## config.mk

```make
export PLATFORM = sky130hd
export DESIGN_NAME = sel_decode_32
export DESIGN_NICKNAME = d
export VERILOG_FILES = /design/src/rtl/sel_pkg.sv /design/src/rtl/dec_5_32.sv /design/src/rtl/sel_decode_32.sv
export SDC_FILE = /design/constraint.sdc
export NUM_CORES = 1
export LEC_CHECK = 0
export BUFFER_PORTS_ARGS = -buffer_cell sky130_fd_sc_hd__buf_2
export CELL_PAD_IN_SITES_DETAIL_PLACEMENT = 1
export CELL_PAD_IN_SITES_GLOBAL_PLACEMENT = 1
export CORE_UTILIZATION = 36
export CTS_CLUSTER_DIAMETER = 80
export DETAILED_ROUTE_END_ITERATION = 8
export PLACE_DENSITY_LB_ADDON = 0.1
export SLEW_MARGIN = 20
export SYNTH_ARGS = -nofsm -noshare
export SYNTH_HDL_FRONTEND = slang
export SYNTH_SLANG_ARGS = --single-unit
```

## constraint.sdc

```tcl
create_clock -name clk -period 2.85 [get_ports clk]
set_input_delay 0.57 -clock clk [delete_from_list [all_inputs] [get_ports clk]]
set_output_delay 0.57 -clock clk [all_outputs]
set_load 0.005 [all_outputs]
```

## src/rtl/sel_pkg.sv

```systemverilog
// Shared definitions for the register-select decoder: IR field positions,
// the immediate width default, the error counter width and the helper that
// turns the G strobes into a single field selection.
package sel_pkg;

  localparam int DATA_W    = 32;
  localparam int IDX_W     = 5;
  localparam int FIELD_W   = 4;

  // Instruction register field layout
  localparam int OPCODE_HI = 31;
  localparam int OPCODE_LO = 27;
  localparam int RA_HI     = 26;
  localparam int RA_LO     = 23;
  localparam int RB_HI     = 22;
  localparam int RB_LO     = 19;
  localparam int RC_HI     = 18;
  localparam int RC_LO     = 15;

  // Default width of the C immediate, taken from IR[C_W-1:0]
  localparam int C_W_DEF   = 19;

  // Rejected-request counter
  localparam int ERR_CNT_W = 8;
  localparam logic [ERR_CNT_W-1:0] ERR_CNT_MAX = '1;

  // Which IR field a request refers to; FSEL_NONE covers both "no G strobe"
  // and "more than one G strobe", which are rejected the same way.
  typedef enum logic [1:0] {
    FSEL_NONE = 2'd0,
    FSEL_RA   = 2'd1,
    FSEL_RB   = 2'd2,
    FSEL_RC   = 2'd3
  } fsel_e;

  // Exactly one strobe selects a field; anything else is invalid.
  function automatic fsel_e field_sel(input logic gra, input logic grb, input logic grc);
    fsel_e sel;
    case ({gra, grb, grc})
      3'b100:  sel = FSEL_RA;
      3'b010:  sel = FSEL_RB;
      3'b001:  sel = FSEL_RC;
      default: sel = FSEL_NONE;
    endcase
    return sel;
  endfunction

endpackage

```

## src/rtl/dec_5_32.sv

```systemverilog
// Combinational 5-bit to 32-bit one-hot decoder with enable. With en low the
// output is all zeros.
module dec_5_32 (
  input  logic        en,
  input  logic [4:0]  idx,
  output logic [31:0] onehot
);

  genvar gi;
  generate
    for (gi = 0; gi < 32; gi++) begin : g_bit
      assign onehot[gi] = en & (idx == 5'(gi));
    end
  endgenerate

endmodule

```

## src/rtl/sel_decode_32.sv

```systemverilog
// Register-select decoder. Holds the IR, picks Ra/Rb/Rc on the G strobes and
// produces registered one-hot write / bus-drive enables one cycle after a
// request, together with valid/error pulses and a saturating error count.
// Optional feature: define SEL_DECODE_R0_ZERO_EN to turn a ba_out request on
// R0 into a zero_r0 pulse instead of driving R0 onto the bus.
module sel_decode_32
  import sel_pkg::*;
#(
  parameter int REG_COUNT = 16,
  parameter int C_W       = C_W_DEF
) (
  input  logic                 clk,
  input  logic                 clr,
  input  logic                 ir_in,
  input  logic [DATA_W-1:0]    bus_in,
  input  logic                 gra,
  input  logic                 grb,
  input  logic                 grc,
  input  logic                 r_in,
  input  logic                 r_out,
  input  logic                 ba_out,
  output logic [DATA_W-1:0]    ir_q,
  output logic [DATA_W-1:0]    reg_in_en,
  output logic [DATA_W-1:0]    reg_out_en,
  output logic [DATA_W-1:0]    c_sext,
  output logic                 sel_valid,
  output logic                 sel_err,
  output logic [ERR_CNT_W-1:0] err_cnt,
  output logic                 zero_r0
);

  localparam int                SEXT_SH     = DATA_W - C_W;
  localparam logic [DATA_W-1:0] REG_COUNT_U = DATA_W'(REG_COUNT);

  logic [DATA_W-1:0]    ir_reg;

  fsel_e                fsel;
  logic                 req;
  logic                 drive_req;
  logic [FIELD_W-1:0]   field;
  logic [IDX_W-1:0]     idx;
  logic                 sel_ok;
  logic                 in_range;
  logic                 dec_en;
  logic                 r0_base;
  logic [DATA_W-1:0]    dec_onehot;
  logic [DATA_W-1:0]    reg_mask;
  logic [DATA_W-1:0]    dec_masked;
  logic signed [DATA_W-1:0] c_shl;

  logic [DATA_W-1:0]    reg_in_en_next;
  logic [DATA_W-1:0]    reg_out_en_next;
  logic                 sel_valid_next;
  logic                 sel_err_next;
  logic                 zero_r0_next;
  logic [ERR_CNT_W-1:0] err_cnt_next;

  logic [DATA_W-1:0]    reg_in_en_reg;
  logic [DATA_W-1:0]    reg_out_en_reg;
  logic                 sel_valid_reg;
  logic                 sel_err_reg;
  logic [ERR_CNT_W-1:0] err_cnt_reg;

  // Instruction register: loads from the bus on ir_in, otherwise holds.
  always_ff @(posedge clk or negedge clr) begin
    if (!clr) begin
      ir_reg <= '0;
    end else if (ir_in) begin
      ir_reg <= bus_in;
    end
  end

  // Immediate sign extension: shift the C field to the top, then arithmetic
  // shift back down. Works for any C_W from 1 to 32 without a zero-width
  // replication.
  assign c_shl  = $signed(ir_reg << SEXT_SH);
  assign c_sext = c_shl >>> SEXT_SH;

  assign req       = r_in | r_out | ba_out;
  assign drive_req = r_out | ba_out;
  assign fsel      = field_sel(gra, grb, grc);
  assign sel_ok    = (fsel != FSEL_NONE);

  // Field extraction always works from the IR as it was before this edge, so
  // a same-cycle ir_in only affects the next request.
  always_comb begin
    field = '0;
    case (fsel)
      FSEL_RA: field = ir_reg[RA_HI:RA_LO];
      FSEL_RB: field = ir_reg[RB_HI:RB_LO];
      FSEL_RC: field = ir_reg[RC_HI:RC_LO];
      default: field = '0;
    endcase
  end

  assign idx      = {1'b0, field};
  assign in_range = ({{(DATA_W-IDX_W){1'b0}}, idx} < REG_COUNT_U);
  assign dec_en   = req & sel_ok & in_range;

  // Single decoder shared by the write and the drive enable vectors.
  dec_5_32 u_dec (
    .en     (dec_en),
    .idx    (idx),
    .onehot (dec_onehot)
  );

  // Registers that do not exist never see an enable, even if the range
  // check above is ever relaxed.
  genvar gi;
  generate
    for (gi = 0; gi < DATA_W; gi++) begin : g_mask
      assign reg_mask[gi] = (gi < REG_COUNT);
    end
  endgenerate

  assign dec_masked = dec_onehot & reg_mask;

`ifdef SEL_DECODE_R0_ZERO_EN
  // A base-address drive of R0 reads as zero; an explicit r_out still wins
  // and drives R0 normally.
  assign r0_base = ba_out & ~r_out & (idx == '0);
`else
  assign r0_base = 1'b0;
`endif

  // Next-state values for the one-cycle enable pulses and the error counter.
  always_comb begin
    reg_in_en_next  = r_in ? dec_masked : '0;
    reg_out_en_next = (drive_req & ~r0_base) ? dec_masked : '0;
    zero_r0_next    = dec_en & r0_base;
    sel_valid_next  = (|reg_in_en_next) | (|reg_out_en_next) | zero_r0_next;
    sel_err_next    = req & ~(sel_ok & in_range);
    err_cnt_next    = err_cnt_reg;
    if (sel_err_next && (err_cnt_reg != ERR_CNT_MAX)) begin
      err_cnt_next = err_cnt_reg + 1'b1;
    end
  end

  // Output registers: enables and pulses live for exactly one cycle.
  always_ff @(posedge clk or negedge clr) begin
    if (!clr) begin
      reg_in_en_reg  <= '0;
      reg_out_en_reg <= '0;
      sel_valid_reg  <= 1'b0;
      sel_err_reg    <= 1'b0;
      err_cnt_reg    <= '0;
    end else begin
      reg_in_en_reg  <= reg_in_en_next;
      reg_out_en_reg <= reg_out_en_next;
      sel_valid_reg  <= sel_valid_next;
      sel_err_reg    <= sel_err_next;
      err_cnt_reg    <= err_cnt_next;
    end
  end

`ifdef SEL_DECODE_R0_ZERO_EN
  logic zero_r0_reg;

  // R0 zero indication, same timing as the enables.
  always_ff @(posedge clk or negedge clr) begin
    if (!clr) begin
      zero_r0_reg <= 1'b0;
    end else begin
      zero_r0_reg <= zero_r0_next;
    end
  end

  assign zero_r0 = zero_r0_reg;
`else
  assign zero_r0 = 1'b0;
`endif

  assign ir_q       = ir_reg;
  assign reg_in_en  = reg_in_en_reg;
  assign reg_out_en = reg_out_en_reg;
  assign sel_valid  = sel_valid_reg;
  assign sel_err    = sel_err_reg;
  assign err_cnt    = err_cnt_reg;

endmodule

```

; After elaboration in Yosys (flattened, before gate mapping)
; Cells that the tools add are included.
[totals]
ff_bits = 74
input_bits = 41
out_inout_bits = 139
[op_classes]
addsub = 1
order_cmp = 1
n_eq_ne = 22
muxes = 4
n_bitwise = 25
reduce_logical = 5
[op_table]
columns = op, count
row1 = $reduce_or A32 Y1, 2
row2 = $eq A4 B4 Y1 const B, 8
row3 = $mux W16, 2
row4 = $and A1 B1 Y1, 20
row5 = $eq A4 B3 Y1 const B, 4
row6 = $pmux W4 S3, 1
row7 = $add A8 B1 Y8 const B, 1
row8 = $eq A4 B2 Y1 const B, 2
row9 = $ne A8 B8 Y1 const B, 1
row10 = $pmux W2 S3, 1
row11 = $logic_not A5 Y1, 1
row12 = $lt A4 B5 Y1 const B, 1
row13 = $eq A2 B2 Y1 const B, 2
row14 = $eq A4 B1 Y1 const B, 1
row15 = $or A1 B1 Y1, 4
row16 = $eq A3 B1 Y1 const B, 1
row17 = $eq A3 B2 Y1 const B, 1
row18 = $eq A3 B3 Y1 const B, 1
row19 = $eq A2 B1 Y1 const B, 1
row20 = $reduce_bool A2 Y1, 1
row21 = $logic_and A1 B1 Y1, 1
row22 = $not A1 Y1, 1

; Logic depth before layout (Yosys ltp)
[logic_depth]
word_depth = 10
depth_mapped = 7
depth_no_buf = 6

; By module
; Synthesis repeated with hierarchy kept, for this count alone.
[unflattened]
cells_unflattened = 312
area_unflattened_um2 = 3527.1
[modules_own_cells]
columns = mod, n_inst, cells_per_inst, area_per_inst_um2
row1 = sel_decode_32, 1, 265, 3293.2
row2 = dec_5_32, 1, 47, 234.0

; Worst setup path before layout
; OpenSTA, ideal clock, no wires.
[synth_timing]
path_type = input port to flip-flop
startpoint = input grb
endpoint = register err_cnt_reg[5], in the netlist err_cnt[5]
setup_ps = 125
arrival_ps = 1687
required_ps = 2725
setup_slack_ps = 1038
path_stages = 6
n_path_buf = 1
path_cell_list = buf_2 -> xnor2_1 -> o221ai_1 -> inv_2 -> nand4_1 -> mux2_2
[synth_via]
elab_chain_len = 9
[synth_lines]
columns = item, line_no
row1 = from (decl), sel_decode_32.sv:17  ; input logic grb,
row2 = $eq A3 B1 Y1 (tied with other cells), sel_pkg.sv:39  ; case ({gra, grb, grc})
row3 = $pmux W2 S3 *, sel_pkg.sv:39
row4 = $eq A2 B2 Y1 or $eq A2 B1 Y1 (tied branches), sel_decode_32.sv:88  ; case (fsel)
row5 = $pmux W4 S3, sel_decode_32.sv:88
row6 = $lt A4 B5 Y1, sel_decode_32.sv:97  ; assign in_range = ({{(DATA_W-IDX_W){1'b0}}, idx} < REG_COUNT_U);
row7 = $and A1 B1 Y1 *, sel_decode_32.sv:132  ; sel_err_next = req & ~(sel_ok & in_range);
row8 = $not A1 Y1 *, sel_decode_32.sv:132
row9 = $and A1 B1 Y1 *, sel_decode_32.sv:132
row10 = via sel_err_next, sel_decode_32.sv:54  ; logic sel_err_next;
row11 = $logic_and A1 B1 Y1 *, sel_decode_32.sv:134  ; if (sel_err_next && (err_cnt_reg != ERR_CNT_MAX)) begin
row12 = to (signal assigned), sel_decode_32.sv:152  ; err_cnt_reg <= err_cnt_next;
row13 = to (decl), sel_decode_32.sv:62  ; logic [ERR_CNT_W-1:0] err_cnt_reg;
; Mark *: on every way through the listed nets, which the timed path passes. The rest lies on a longest branch.
; A chain may end at the register's enable or synchronous reset.

; Worst setup path after layout
[layout_timing]
startpoint = input gra
endpoint = register reg_in_en_reg[13], in the netlist reg_in_en[13]
[layout_via]
elab_chain_len = 8
[layout_lines]
columns = item, line_no
row1 = from (decl), sel_decode_32.sv:16  ; input logic gra,
row2 = $eq A3 B1 Y1 (tied with other cells), sel_pkg.sv:39
row3 = $pmux W2 S3 *, sel_pkg.sv:39
row4 = $eq A2 B2 Y1 or $eq A2 B1 Y1 (tied branches), sel_decode_32.sv:88
row5 = $pmux W4 S3, sel_decode_32.sv:88
row6 = $lt A4 B5 Y1, sel_decode_32.sv:97
row7 = $and A1 B1 Y1, sel_decode_32.sv:98  ; assign dec_en = req & sel_ok & in_range;
row8 = $and A1 B1 Y1 *, dec_5_32.sv:12  ; assign onehot[gi] = en & (idx == 5'(gi));
row9 = $mux W16 *, sel_decode_32.sv:128  ; reg_in_en_next = r_in ? dec_masked : '0;
row10 = via reg_in_en_next[13], sel_decode_32.sv:51  ; logic [DATA_W-1:0] reg_in_en_next;
row11 = to (signal assigned), sel_decode_32.sv:148  ; reg_in_en_reg <= reg_in_en_next;
row12 = to (decl), sel_decode_32.sv:58  ; logic [DATA_W-1:0] reg_in_en_reg;
; Marked as above.

==> impl_metrics.toml <==
[status]
status = "finished clean"

[timing]
slew_headroom_pct = 39.2
setup_viol = 0
fin_setup_tns_ns = 0
hold_slack_ns = 0.361
tightest_slew_ns = 0.912
hold_violations = 0
fin_crit_sh_pct = 63.7
finalCriticalPeriod_ns = 1.82
skew_ns = 0.0120
rsz0062_at_grt = "false"
final_max_slew_viol_count = 0
fmax_mhz = 551
fin_ws_ns = 1.03

[die]
io_pins = 180
num_rows = 34
die_h_um = 98.7
start_util_pct = 37.9
die_width_um = 98.7
die_area_mm2 = 0.00975
core_area_mm2 = 0.00889

[placement]
globalplace.congestion = 0.711
hpwl_um = 5430
preCtsSetupSlack_ns = 0.689
placedInstanceArea_mm2 = 0.00383
numPortBuffers = 146
dp_cells = 491

[setup_path]
crit_required_ns = 3.11
critPathArrivalTime_ns = 2.08
cp_cell_sequence = "buf_2 -> nor3b_2 -> o21ai_0 -> inv_1 -> nand4_1 -> nor2_1"
start_kind = "input pin"
crit_fanout = 13
cp-end-kind = "flip-flop"
worst_path_max_delay_cell = "nor3b_2"
crit_type = "input pin to flip-flop"
cp_slowest_stage_delay_ns = 0.45

[route]
wl_per_cell_um = 14.8
num_vias = 2324
drc = 0
wl_um = 7500
via_per_inst = 4.59
ant_nets = 0
first_iter_violations = 47
firstDrtPassIters = 4

[finish]
multi_input_area_mm2 = 0.00110
stdcell_area_mm2 = 0.00400
instances_no_fill = 506
largest_reg_flops = 32
fillCellCount = 1038
drive_above_1_share_pct = 51.8
diodes = 0
seq_area_mm2 = 0.00185
layout.nets = 436
fin_util_pct = 45.0
synthToLayoutAreaGrowth_pct = 18.7

[yosys]
ys_types = 39
ys_ff_latch = 74
synthesis.instances = 278
synth_area_mm2 = 0.00337
yosysSeqAreaShare_pct = 55.0
yosysWarnings = 0
avgSynthCellArea_um2 = 12.1

[clock_tree]
htree_levels = 3
insertion_delay_ns = 0.35
postCtsSetupRepairBufs = 0
clock_sinks = 74
clkSlewWorstSetupHoldPaths_ns = 0.08
cts_buffer_depth = 2
cts_tree = "done"
cts_root_buf = "clkbuf_8"
numCtsBuffers = 9
cts_hold_buf = 0
ctsResizeCount = 0

[global_route]
grt_pass1_vias = 2185
grt_use_total_pct = 15.6
gr-total-overflow = 0
grt_max_degree = 75
grt_pass1_wl_um = 11500
antenna_found_initial = 0

[power_and_ir_drop]
power_frac_comb_pct = 19.4
ir_drop_uv = 252
p_seq_share_pct = 51.4
clkPwrFrac_pct = 29.1
p_leak_nw = 2.09
p_sw_share_pct = 30.7
p_switching_uw = 759
p_int_mw = 1.71
fin_total_pwr_mw = 2.47
power_density_mw_per_mm2 = 618

[flow_run]
max_cap_violations = 0

[hold_path]
hold_class = "input pin to async pin"
## critical path: cells and delay by family
| family | cells | cell delay, ns |
|---|---|---|
| buffers and inverters | 2 | 0.39 |
| AOI/OAI and AO/OA | 1 | 0.32 |
| and+or+nand+nor | 3 | 0.80 |
## final timing paths
check / endpoint / slack [ns] / startpoint / depth (start not counted)
worst min-delay path: reg_out_en[10] / 0.36 / clr / 1
worst min register to register: ir_q[31] / 0.51 / ir_q[31] / 1
max in group asynchronous: err_cnt[1] / 1.91 / clr / 1
worst max register to register: reg_in_en[11] / 1.10 / ir_q[18] / 4
min in group clk: ir_q[15] / 0.44 / bus_in[15] / 2
worst max-delay path: reg_in_en[13] / 1.03 / gra / 6
## kinds of logic after synthesis
kind of cell	after synthesis	share of synthesized area, %
adders and majority gates	1	0.371
and+or+nand+nor	74	12.6
other	1	0.111
xor gates and xnor gates	3	0.780
muxes	36	12.0
buffers and inverters	75	15.8
AOI/OAI and AO/OA	14	3.31
DFF	74	55.0
## per-layer routing
metal | vias to the layer above | wire length [µm] | track usage, %
met1 | 1108 | 3390 | 20.3
met5 | - | 0 | 0
met2 | 121 | 3500 | 24.9
li1 | 1088 | - | -
met4 | 0 | 95 | 5.17
met3 | 7 | 516 | 4.82
## synthesized netlist by cell type, drive strengths merged
cell type,instances,area [µm²]
nand4b,1,8.76
mux2,36,405
nand4,4,25.0
xor2,2,17.5
nand3,3,15.0
buf,72,522
a211o,2,20.0
nor4,4,25.0
a31oi,2,12.5
nor2b,1,6.26
nand2b,2,12.5
nand2,8,30.0
nor3b,2,20.0
conb,1,3.75
ha,1,12.5
nor4bb,7,70.1
or3,4,30.0
a21oi,2,10.0
o21ai,4,20.0
nor3,9,45.0
clkbuf,1,3.75
nor2,25,93.8
and4bb,2,25.0
xnor2,1,8.76
dfrtp,74,1850
a211oi,2,32.5
or3b,1,11.3
o21a,1,7.51
and3,1,6.26
o221ai,1,8.76
inv,2,7.50
## area by class of cell
| class | count | share of cell area, % |
|---|---|---|
| Multi-Input combinational cell | 161 | 27.6 |
| Sequential cell | 74 | 46.3 |
| Tap cell | 108 | 3.38 |
| Clock inverter | 6 | 1.10 |
| Timing Repair Buffer | 146 | 18.3 |
| Clock buffer | 9 | 3.10 |
| Inverter | 2 | 0.188 |
## placed cells by master, fill, tap and decap left out, types with 2 or more instances in the layout
| cell | count |
|---|---|
| nor2_1 | 25 |
| buf_2 | 145 |
| clkinvlp_4 | 4 |
| xor2_1 | 2 |
| dfrtp_1 | 74 |
| or3_1 | 3 |
| a21oi_1 | 2 |
| nand2b_1 | 2 |
| nor4bb_1 | 7 |
| a31oi_1 | 2 |
| nor4_1 | 4 |
| nand2_1 | 8 |
| nand3_1 | 3 |
| clkbuf_8 | 9 |
| nor3_1 | 9 |
| a211o_2 | 2 |
| nand4_1 | 4 |
| o21ai_0 | 2 |
| conb_1 | 33 |
| o21ai_1 | 2 |
| mux2_2 | 36 |
## power by group through the flow
stage                     sequential, mW  clock (mW)  combinational [mW]
after CTS                           1.28       0.753               0.490
final                               1.27       0.720               0.479
after detailed placement            1.29           0               0.488
after floorplan                     1.28           0               0.330
after global placement              1.29           0               0.479
after global routing                1.29       0.789               0.533
(Power assumes the default switching activity.)
